==> src/rtl/spi_sample_tx.sv <==
// SPI mode-0 slave transmitter fed from a sample FIFO. Frame: header, data MSB first,
// optional even-parity bit (define SPI_TX_PARITY_EN to enable it).
module spi_sample_tx #(
   parameter int unsigned DATA_W      = 10,
   parameter int unsigned DEPTH       = 8,
   parameter int unsigned SYNC_STAGES = 2
) (
   input  logic                       main_clk,
   input  logic                       rst,
   input  logic [DATA_W-1:0]          data_i,
   input  logic                       valid_i,
   input  logic                       cs_i,
   input  logic                       sclk_i,
   output logic                       sdo_o,
   output logic [$clog2(DEPTH+1)-1:0] level_o,
   output logic                       overflow_o,
   output logic                       busy_o
);

   localparam int unsigned LvlW = $clog2(DEPTH + 1);
   localparam int unsigned PtrW = $clog2(DEPTH);
   localparam int unsigned CntW = $clog2(DATA_W + 2);
`ifdef SPI_TX_PARITY_EN
   localparam int unsigned FrameLen = DATA_W + 2;
`else
   localparam int unsigned FrameLen = DATA_W + 1;
`endif
   localparam logic [CntW-1:0] LastIdx = CntW'(FrameLen - 1);
   localparam logic [CntW-1:0] DataEnd = CntW'(DATA_W);
   localparam logic [LvlW-1:0] Full    = LvlW'(DEPTH);

   typedef enum logic [1:0] {StIdle, StLoad, StShift} state_e;

   state_e                 state_q, state_d;
   logic [SYNC_STAGES-1:0] cs_sync_q, cs_sync_d;
   logic [SYNC_STAGES-1:0] sclk_sync_q, sclk_sync_d;
   logic                   cs_prev_q, cs_prev_d;
   logic                   sclk_prev_q, sclk_prev_d;
   logic [PtrW-1:0]        wr_ptr_q, wr_ptr_d;
   logic [PtrW-1:0]        rd_ptr_q, rd_ptr_d;
   logic [LvlW-1:0]        level_q, level_d;
   logic                   overflow_q, overflow_d;
   logic                   sdo_q, sdo_d;
   logic [DATA_W-1:0]      sr_q, sr_d;
   logic [CntW-1:0]        cnt_q, cnt_d;
`ifdef SPI_TX_PARITY_EN
   logic                   par_q, par_d;
`endif
   logic [DATA_W-1:0]      mem_q [DEPTH];

   logic cs_fall, cs_rise, sclk_fall;
   logic push, pop, drop;
   logic [DATA_W-1:0] load_word;

   always_comb begin
      cs_sync_d   = {cs_sync_q[SYNC_STAGES-2:0], cs_i};
      sclk_sync_d = {sclk_sync_q[SYNC_STAGES-2:0], sclk_i};
      cs_prev_d   = cs_sync_q[SYNC_STAGES-1];
      sclk_prev_d = sclk_sync_q[SYNC_STAGES-1];
      cs_fall     = cs_prev_q & ~cs_sync_q[SYNC_STAGES-1];
      cs_rise     = ~cs_prev_q & cs_sync_q[SYNC_STAGES-1];
      sclk_fall   = sclk_prev_q & ~sclk_sync_q[SYNC_STAGES-1];
   end

   // Fullness is judged on the registered level, so a same-cycle pop cannot rescue a push.
   always_comb begin
      push     = valid_i & (level_q != Full);
      drop     = valid_i & (level_q == Full);
      pop      = (state_q == StLoad) & (level_q != '0);
      wr_ptr_d = push ? wr_ptr_q + PtrW'(1) : wr_ptr_q;
      rd_ptr_d = pop ? rd_ptr_q + PtrW'(1) : rd_ptr_q;
      level_d  = level_q;
      if (push && !pop) begin
         level_d = level_q + LvlW'(1);
      end else if (pop && !push) begin
         level_d = level_q - LvlW'(1);
      end
      overflow_d = overflow_q;
      if (drop) begin
         overflow_d = 1'b1;
      end else if (cs_fall) begin
         overflow_d = 1'b0;
      end
   end

   always_comb begin
      state_d   = state_q;
      sdo_d     = sdo_q;
      sr_d      = sr_q;
      cnt_d     = cnt_q;
`ifdef SPI_TX_PARITY_EN
      par_d     = par_q;
`endif
      load_word = pop ? mem_q[rd_ptr_q] : '0;
      unique case (state_q)
         StIdle: begin
            sdo_d = 1'b0;
            if (cs_fall) begin
               state_d = StLoad;
            end
         end
         StLoad: begin
            sr_d    = load_word;
            sdo_d   = pop;
            cnt_d   = '0;
`ifdef SPI_TX_PARITY_EN
            par_d   = ^load_word;
`endif
            state_d = StShift;
            if (cs_rise) begin
               state_d = StIdle;
               sdo_d   = 1'b0;
            end
         end
         StShift: begin
            if (cs_rise) begin
               state_d = StIdle;
               sdo_d   = 1'b0;
            end else if (sclk_fall) begin
               // Counter saturates on the last frame bit; later edges just hold sdo low.
               if (cnt_q != LastIdx) begin
                  cnt_d = cnt_q + CntW'(1);
                  if (cnt_q < DataEnd) begin
                     sdo_d = sr_q[DATA_W-1];
                     sr_d  = sr_q << 1;
                  end else begin
`ifdef SPI_TX_PARITY_EN
                     sdo_d = par_q;
`else
                     sdo_d = 1'b0;
`endif
                  end
               end else begin
                  sdo_d = 1'b0;
               end
            end
         end
         default: begin
            state_d = StIdle;
            sdo_d   = 1'b0;
         end
      endcase
   end

   always_ff @(posedge main_clk or posedge rst) begin
      if (rst) begin
         state_q     <= StIdle;
         cs_sync_q   <= '1;
         sclk_sync_q <= '0;
         cs_prev_q   <= 1'b1;
         sclk_prev_q <= 1'b0;
         wr_ptr_q    <= '0;
         rd_ptr_q    <= '0;
         level_q     <= '0;
         overflow_q  <= 1'b0;
         sdo_q       <= 1'b0;
         sr_q        <= '0;
         cnt_q       <= '0;
`ifdef SPI_TX_PARITY_EN
         par_q       <= 1'b0;
`endif
      end else begin
         state_q     <= state_d;
         cs_sync_q   <= cs_sync_d;
         sclk_sync_q <= sclk_sync_d;
         cs_prev_q   <= cs_prev_d;
         sclk_prev_q <= sclk_prev_d;
         wr_ptr_q    <= wr_ptr_d;
         rd_ptr_q    <= rd_ptr_d;
         level_q     <= level_d;
         overflow_q  <= overflow_d;
         sdo_q       <= sdo_d;
         sr_q        <= sr_d;
         cnt_q       <= cnt_d;
`ifdef SPI_TX_PARITY_EN
         par_q       <= par_d;
`endif
      end
   end

   always_ff @(posedge main_clk) begin
      if (push) begin
         mem_q[wr_ptr_q] <= data_i;
      end
   end

   assign sdo_o      = sdo_q;
   assign level_o    = level_q;
   assign overflow_o = overflow_q;
   assign busy_o     = (state_q != StIdle);

endmodule

==> config.mk <==
export PLATFORM = sky130hd
export DESIGN_NAME = spi_sample_tx
export DESIGN_NICKNAME = d
export VERILOG_FILES = /design/src/rtl/spi_sample_tx.sv
export SDC_FILE = /design/constraint.sdc
export NUM_CORES = 1
export LEC_CHECK = 0
export CAP_MARGIN = 20
export CELL_PAD_IN_SITES_DETAIL_PLACEMENT = 1
export CELL_PAD_IN_SITES_GLOBAL_PLACEMENT = 2
export CORE_MARGIN = 5
export CORE_UTILIZATION = 30
export CTS_CLUSTER_SIZE = 28
export DETAILED_ROUTE_END_ITERATION = 10
export PLACE_DENSITY_LB_ADDON = 0.1
export SLEW_MARGIN = 30
export SYNTH_ARGS = -nofsm -noshare
export SYNTH_HDL_FRONTEND = slang
export SYNTH_SLANG_ARGS = --single-unit
==> constraint.sdc <==
create_clock -name main_clk -period 3.1 [get_ports main_clk]
set_input_delay 0.93 -clock main_clk [delete_from_list [all_inputs] [get_ports main_clk]]
set_output_delay 0.93 -clock main_clk [all_outputs]
set_load 0.02 [all_outputs]
==> results.toml, run 1 <==
[worst_setup_path]
slowest_stage = "clkdlybuf4s50_1"
cp_cell_sequence = "inv_1 -> ha_1 -> inv_1 -> clkdlybuf4s50_1"
cpMostUsedCell = "inv_1"
required_ns = 2.17
critPathCapture = "busy_o"
critPathMaxFanout = 4
regToRegEndpoint = "level_o[3]$_DFFE_PP0P_"
r2r_slack_ns = 0.71
cp-end-kind = "output pin"
worstPathArrival_ns = 1.79
critPathKind = "reg -> out"
worst_path_largest_cell_delay_ns = 0.60
startpoint_type = "register"
crit_start = "state_q[0]$_DFFE_PP0P_"
r2r-start = "level_o[0]$_DFFE_PP0P_"
rr_worst_depth = 11

[global_route]
gr-max-usage-layer = "met2"
grt_pass1_wl_mm = 16.1
grt_antenna_before_repair = 0
use_met1_pct = 14.8
grt_overflow = 0
grt_start_max_net_pins = 35
grt_usage_pct = 12.0
gr-usage-met2_pct = 20.0
grt_pass1_vias = 2722
grtUsageMet3_pct = 4.12

[synth]
yosysWarnings = 0
synth_edf_count = 80
ys_types = 41
avgSynthCellArea_um2 = 16.9
syn_nets = 310
synth_area_mm2 = 0.00481
ys_seq_area_share_pct = 67.7
ys.flop_type = "edfxtp_1"
syn-instance-count = 284
synth-seq-cells = 114
ys_async_sr_fraction_pct = 29.8

[cts]
post_cts_resized = 0
cts_tree = "done"
numClockSinks = 114
post_cts_buffers = 0
htree_levels = 4
cts_buffer_depth = 2
root_buffer = "clkbuf_16"
clkTransAtPathRegs_ns = 0.05
clock_latency_ns = 0.41
cts_made_buffers = 17
postCtsHoldBufs = 0

[detailed_routing]
drc = 0
num_vias = 2589
ant_nets = 0
drt_iter0_drc = 142
viasPerCell = 4.63
wl_mm = 10.4
wl_per_cell_um = 18.6
firstDrtPassIters = 4

[floorplan]
ioPinCount = 22
initial_core_util_pct = 30.4
core.rowCount = 46
die_w_um = 137
core_area_mm2 = 0.0158
die_h_um = 137
dieArea_mm2 = 0.0187

[cells_and_area]
syn_to_final_growth_pct = 23.4
instances_no_fill = 559
nets = 356
mostFrequentLayoutCell = "edfxtp_1"
fillers = 1603
drive_above_1_share_pct = 18.7
insertedDiodeCount = 0
mostFrequentLayoutCells = "edfxtp_1 (80), dfrtp_1 (31), clkdlybuf4s50_1 (21)"

[min_path]
hold_class = "reg -> reg"
hp-start = "sclk_sync_q[0]$_DFF_PP0_"

[sta]
fin_crit_sh_pct = 87.7
slew_viol_final = 0
setup-tns-final_ns = 0
rsz0062_at_grt = "no"
skew_ns = 0.00840
max_slew.worst_pin.slew_ns = 0.644
max_freq_mhz = 368
fin_crit_ns = 2.72
finalSetupViolations = 0
finalHoldViolations = 0
maxSlewHeadroom_pct = 57.1

[place]
dp.cells = 527
port-buffer-count = 21
gp_congestion = 0.705
dpl.hpwl_mm = 6.20

[power]
power.density_mw_per_mm2 = 996
vdd_drop_max_uv = 432
leakagePower_nw = 2.16

[outcome]
status = "complete, no violations"

[job]
max_cap_violations = 0
## routing by layer
layer | up-vias | part of all wire, % | routed length (µm)
met5 | - | 0 | 0
met4 | 0 | 0.55 | 57
met3 | 2 | 3.0 | 307
met2 | 27 | 51 | 5260
met1 | 1347 | 46 | 4750
li1 | 1213 | - | -
## synthesized netlist by cell type (all sizes together), types with 2 or more instances
cell type  number  area share [%]
nor2           11            0.86
inv            12            0.94
nand2          11            0.86
clkbuf          7            0.55
nand3           8            0.83
xor2            2            0.36
o31ai           3            0.75
dfrtp          31              16
dfstp           3             1.6
buf             4            0.70
nand2b          8             1.0
and2            2            0.26
o21ai           6            0.62
mux2i           3            0.62
mux2           11             2.6
a21oi          18             1.9
mux4           20              11
edfxtp         80              50
xnor2           5            0.91
a22oi           8             1.2
ha             10             2.6
nor3            5            0.52
## area by class of cell
type                       count  area, µm²  share of cell area, %
clock buffer                  19        433                   7.29
tap                          216        270                   4.55
timing repair buffer          38        338                   5.69
multi-input combinational    147       1460                   24.5
inverter                      12       45.0                  0.759
sequential                   114       3260                   54.9
clock inverter                13        139                   2.34
## logic make-up (layout without fill, tap and decap cells)
| family | count (synthesis) | in the layout | synth area share, % |
|---|---|---|---|
| AOI/OAI and AO/OA | 44 | 44 | 6.42 |
| adders and majority gates | 11 | 11 | 3.02 |
| and+or+nand+nor | 51 | 51 | 5.28 |
| buffers and inverters | 23 | 82 | 2.18 |
| muxes | 34 | 34 | 14.1 |
| DFF | 114 | 114 | 67.7 |
| xor gates and xnor gates | 7 | 7 | 1.27 |
## registers in the layout, indices dropped and copies added (netlist names)
signal	count
mem_q	80
sdo_o	1
sclk_sync_q	2
overflow_o	1
wr_ptr_q	3
cnt_q	4
cs_sync_q	2
rd_ptr_q	3
cs_prev_q	1
state_q	2
sr_q	10
sclk_prev_q	1
level_o	4
## worst min path at each step
stage	cells past startpoint	slack [ns]	end
CTS	0	0.35	sclk_sync_q[1]$_DFF_PP0_
global placement	0	0.35	sclk_sync_q[1]$_DFF_PP0_
global route	0	0.37	cs_sync_q[1]$_DFF_PP1_
floorplan	0	0.33	sclk_sync_q[1]$_DFF_PP0_
detailed placement	0	0.34	sclk_sync_q[1]$_DFF_PP0_
finish	0	0.35	sclk_sync_q[1]$_DFF_PP0_
## critical path, delay by kind of cell (launching register included)
family                   cells  cell delay (ns)
buffers and inverters        3             0.77
flip-flops                   1             0.38
adder cells (fa/ha/maj)      1             0.23
## where the power goes
part / internal, W / switching, W / leakage, nW
registers: 0.00198 / 0.000235 / 1.14
logic: 0.000850 / 0.000963 / 0.747
clock network: 0.00118 / 0.000704 / 0.277
total: 0.00401 / 0.00190 / 2.16
## metrics by stage
step / power, W / instance area, µm² / util (%) / setup slack [ns] / hold slack (ns)
2_1_floorplan: 0.00347 / 4810 / - / 0.652 / 0.331
3_3_place_gp: 0.00408 / 5370 / 33.9 / 0.233 / 0.348
3_5_place_dp: 0.00409 / 5370 / 33.9 / 0.199 / 0.340
4_1_cts: 0.00601 / 5940 / 37.5 / 0.348 / 0.355
5_1_grt: 0.00625 / 5940 / 37.5 / 0.275 / 0.367
6_report: 0.00591 / 5940 / 37.5 / 0.382 / 0.352
(Power assumes the default switching activity.)
==> run 2: changes to the inputs <==
- REMOVE_ABC_BUFFERS: unset -> 1
==> results.toml, run 2 (synthesis gave the netlist of run 1 again) <==
[power]
power.density_mw_per_mm2 = 998
leakagePower_nw = 2.17
vdd_drop_max_uv = 388

[place]
dp.cells = 528
gp_congestion = 0.691
port-buffer-count = 21
post-place-ws_ns = 0.210
dpl_cell_area_mm2 = 0.00537
dpl.hpwl_mm = 6.25

[cells_and_area]
instances_no_fill = 560
syn_to_final_growth_pct = 23.8
largest_registers = "mem_q x80, sr_q x10"
nets = 357
largest_reg_flops = 80
insertedDiodeCount = 0
fin_area_mm2 = 0.00596
mostFrequentLayoutCell = "edfxtp_1"
mostFrequentLayoutCells = "edfxtp_1 (80), dfrtp_1 (30), clkdlybuf4s50_1 (21)"
regMostFlops = "mem_q"
drive_above_1_share_pct = 19.2
fin_util_pct = 37.6

[global_route]
grt_start_max_net_pins = 35
grt_pass1_vias = 2839
grt_antenna_before_repair = 0
grt_overflow = 0
grt_usage_pct = 12.4
grt_pass1_wl_mm = 16.5

[cts]
cts_made_buffers = 17
root_buffer = "clkbuf_16"
post_cts_resized = 0
cts_buffer_depth = 2
numClockSinks = 114
clkTransAtPathRegs_ns = 0.05
clock_latency_ns = 0.41
postCtsHoldBufs = 0
htree_levels = 4
post_cts_buffers = 0
cts_tree = "done"

[worst_setup_path]
required_ns = 2.17
r2r-start = "level_o[0]$_DFFE_PP0P_"
r2r_slack_ns = 0.73
slowest_stage = "clkdlybuf4s50_1"
cp-end-kind = "output pin"
cp_cell_sequence = "inv_1 -> ha_1 -> inv_1 -> clkdlybuf4s50_1"
critPathMaxFanout = 4
worstPathArrival_ns = 1.77
cpMostUsedCell = "inv_1"
startpoint_type = "register"
critPathKind = "reg -> out"
worst_path_largest_cell_delay_ns = 0.60
regToRegEndpoint = "level_o[3]$_DFFE_PP0P_"
rr_worst_depth = 11

[detailed_routing]
viasPerCell = 4.57
ant_nets = 0
drt_iter0_drc = 148
num_vias = 2557
wl_per_cell_um = 18.6
firstDrtPassIters = 4
wl_mm = 10.4
drc = 0

[sta]
finalSetupViolations = 0
finalHoldViolations = 0
skew_ns = 0.00822
fin_crit_sh_pct = 87.2
maxSlewHeadroom_pct = 55.4
rsz0062_at_grt = "no"
max_freq_mhz = 370
max_slew.worst_pin.slew_ns = 0.667
slew_viol_final = 0
setup_ws_ns = 0.397
setup-tns-final_ns = 0
fin_crit_ns = 2.70

[min_path]
holdPathStages = 0
hold-path-endpoint = "sclk_sync_q[1]$_DFF_PP0_"
hold_class = "reg -> reg"
hp-start = "sclk_sync_q[0]$_DFF_PP0_"

[floorplan]
ioPinCount = 22
die_h_um = 137
core_area_mm2 = 0.0158
dieArea_mm2 = 0.0187
initial_core_util_pct = 30.4
core.rowCount = 46
die_w_um = 137

[outcome]
status = "complete, no violations"

[job]
max_cap_violations = 0
==> run 2: cell count changes in the layout (fill, tap and decap cells not counted), sizes merged <==
cell	change
clkinv	-3
buf	+1
inv	+4
clkbuf	-1
==> run 2: metrics by stage <==
step | hold WS [ns] | total power (W)
after floorplan | 0.331 | 0.00340
after global placement | 0.344 | 0.00410
after detailed placement | 0.337 | 0.00412
after CTS | 0.357 | 0.00608
after global routing | 0.359 | 0.00634
final | 0.355 | 0.00595
==> run 2: worst max path at each step <==
| stage | from | end | depth (start not counted) |
|---|---|---|---|
| after global routing | state_q[0]$_DFFE_PP0P_ | busy_o | 4 |
| after detailed placement | valid_i | level_o[3]$_DFFE_PP0P_ | 10 |
| after floorplan | valid_i | level_o[3]$_DFFE_PP0P_ | 9 |
| final | state_q[0]$_DFFE_PP0P_ | busy_o | 4 |
| after global placement | valid_i | level_o[3]$_DFFE_PP0P_ | 10 |
| after CTS | state_q[0]$_DFFE_PP0P_ | busy_o | 4 |
==> run 2: area by class of cell <==
| class | count | area (µm²) |
|---|---|---|
| fill | 1604 | 9870 |
| sequential | 114 | 3260 |
| multi-input combinational | 147 | 1460 |
| clock buffer | 18 | 429 |
| timing repair buffer | 39 | 345 |
| tap | 216 | 270 |
| clock inverter | 14 | 154 |
| inverter | 12 | 45.0 |
==> run 2: report_power, final <==
group / switching [W] / internal (W)
logic: 0.000901 / 0.000862
clock network: 0.000723 / 0.00119
registers: 0.000287 / 0.00198
==> run 2: critical path: cells and delay by family, from the launching register on <==
kind | cells | cell delay, ns
adder cells (fa/ha/maj) | 1 | 0.23
buffers and inverters | 3 | 0.76
flip-flops | 1 | 0.39
==> run 2: per-layer routing <==
layer | routed length [µm] | vias to the layer above | track usage, %
met2 | 5270 | 29 | 19.9
met1 | 4730 | 1310 | 15.9
met3 | 318 | 5 | 3.68
met5 | 0 | - | 0
li1 | - | 1213 | -
met4 | 86 | 0 | 4.54
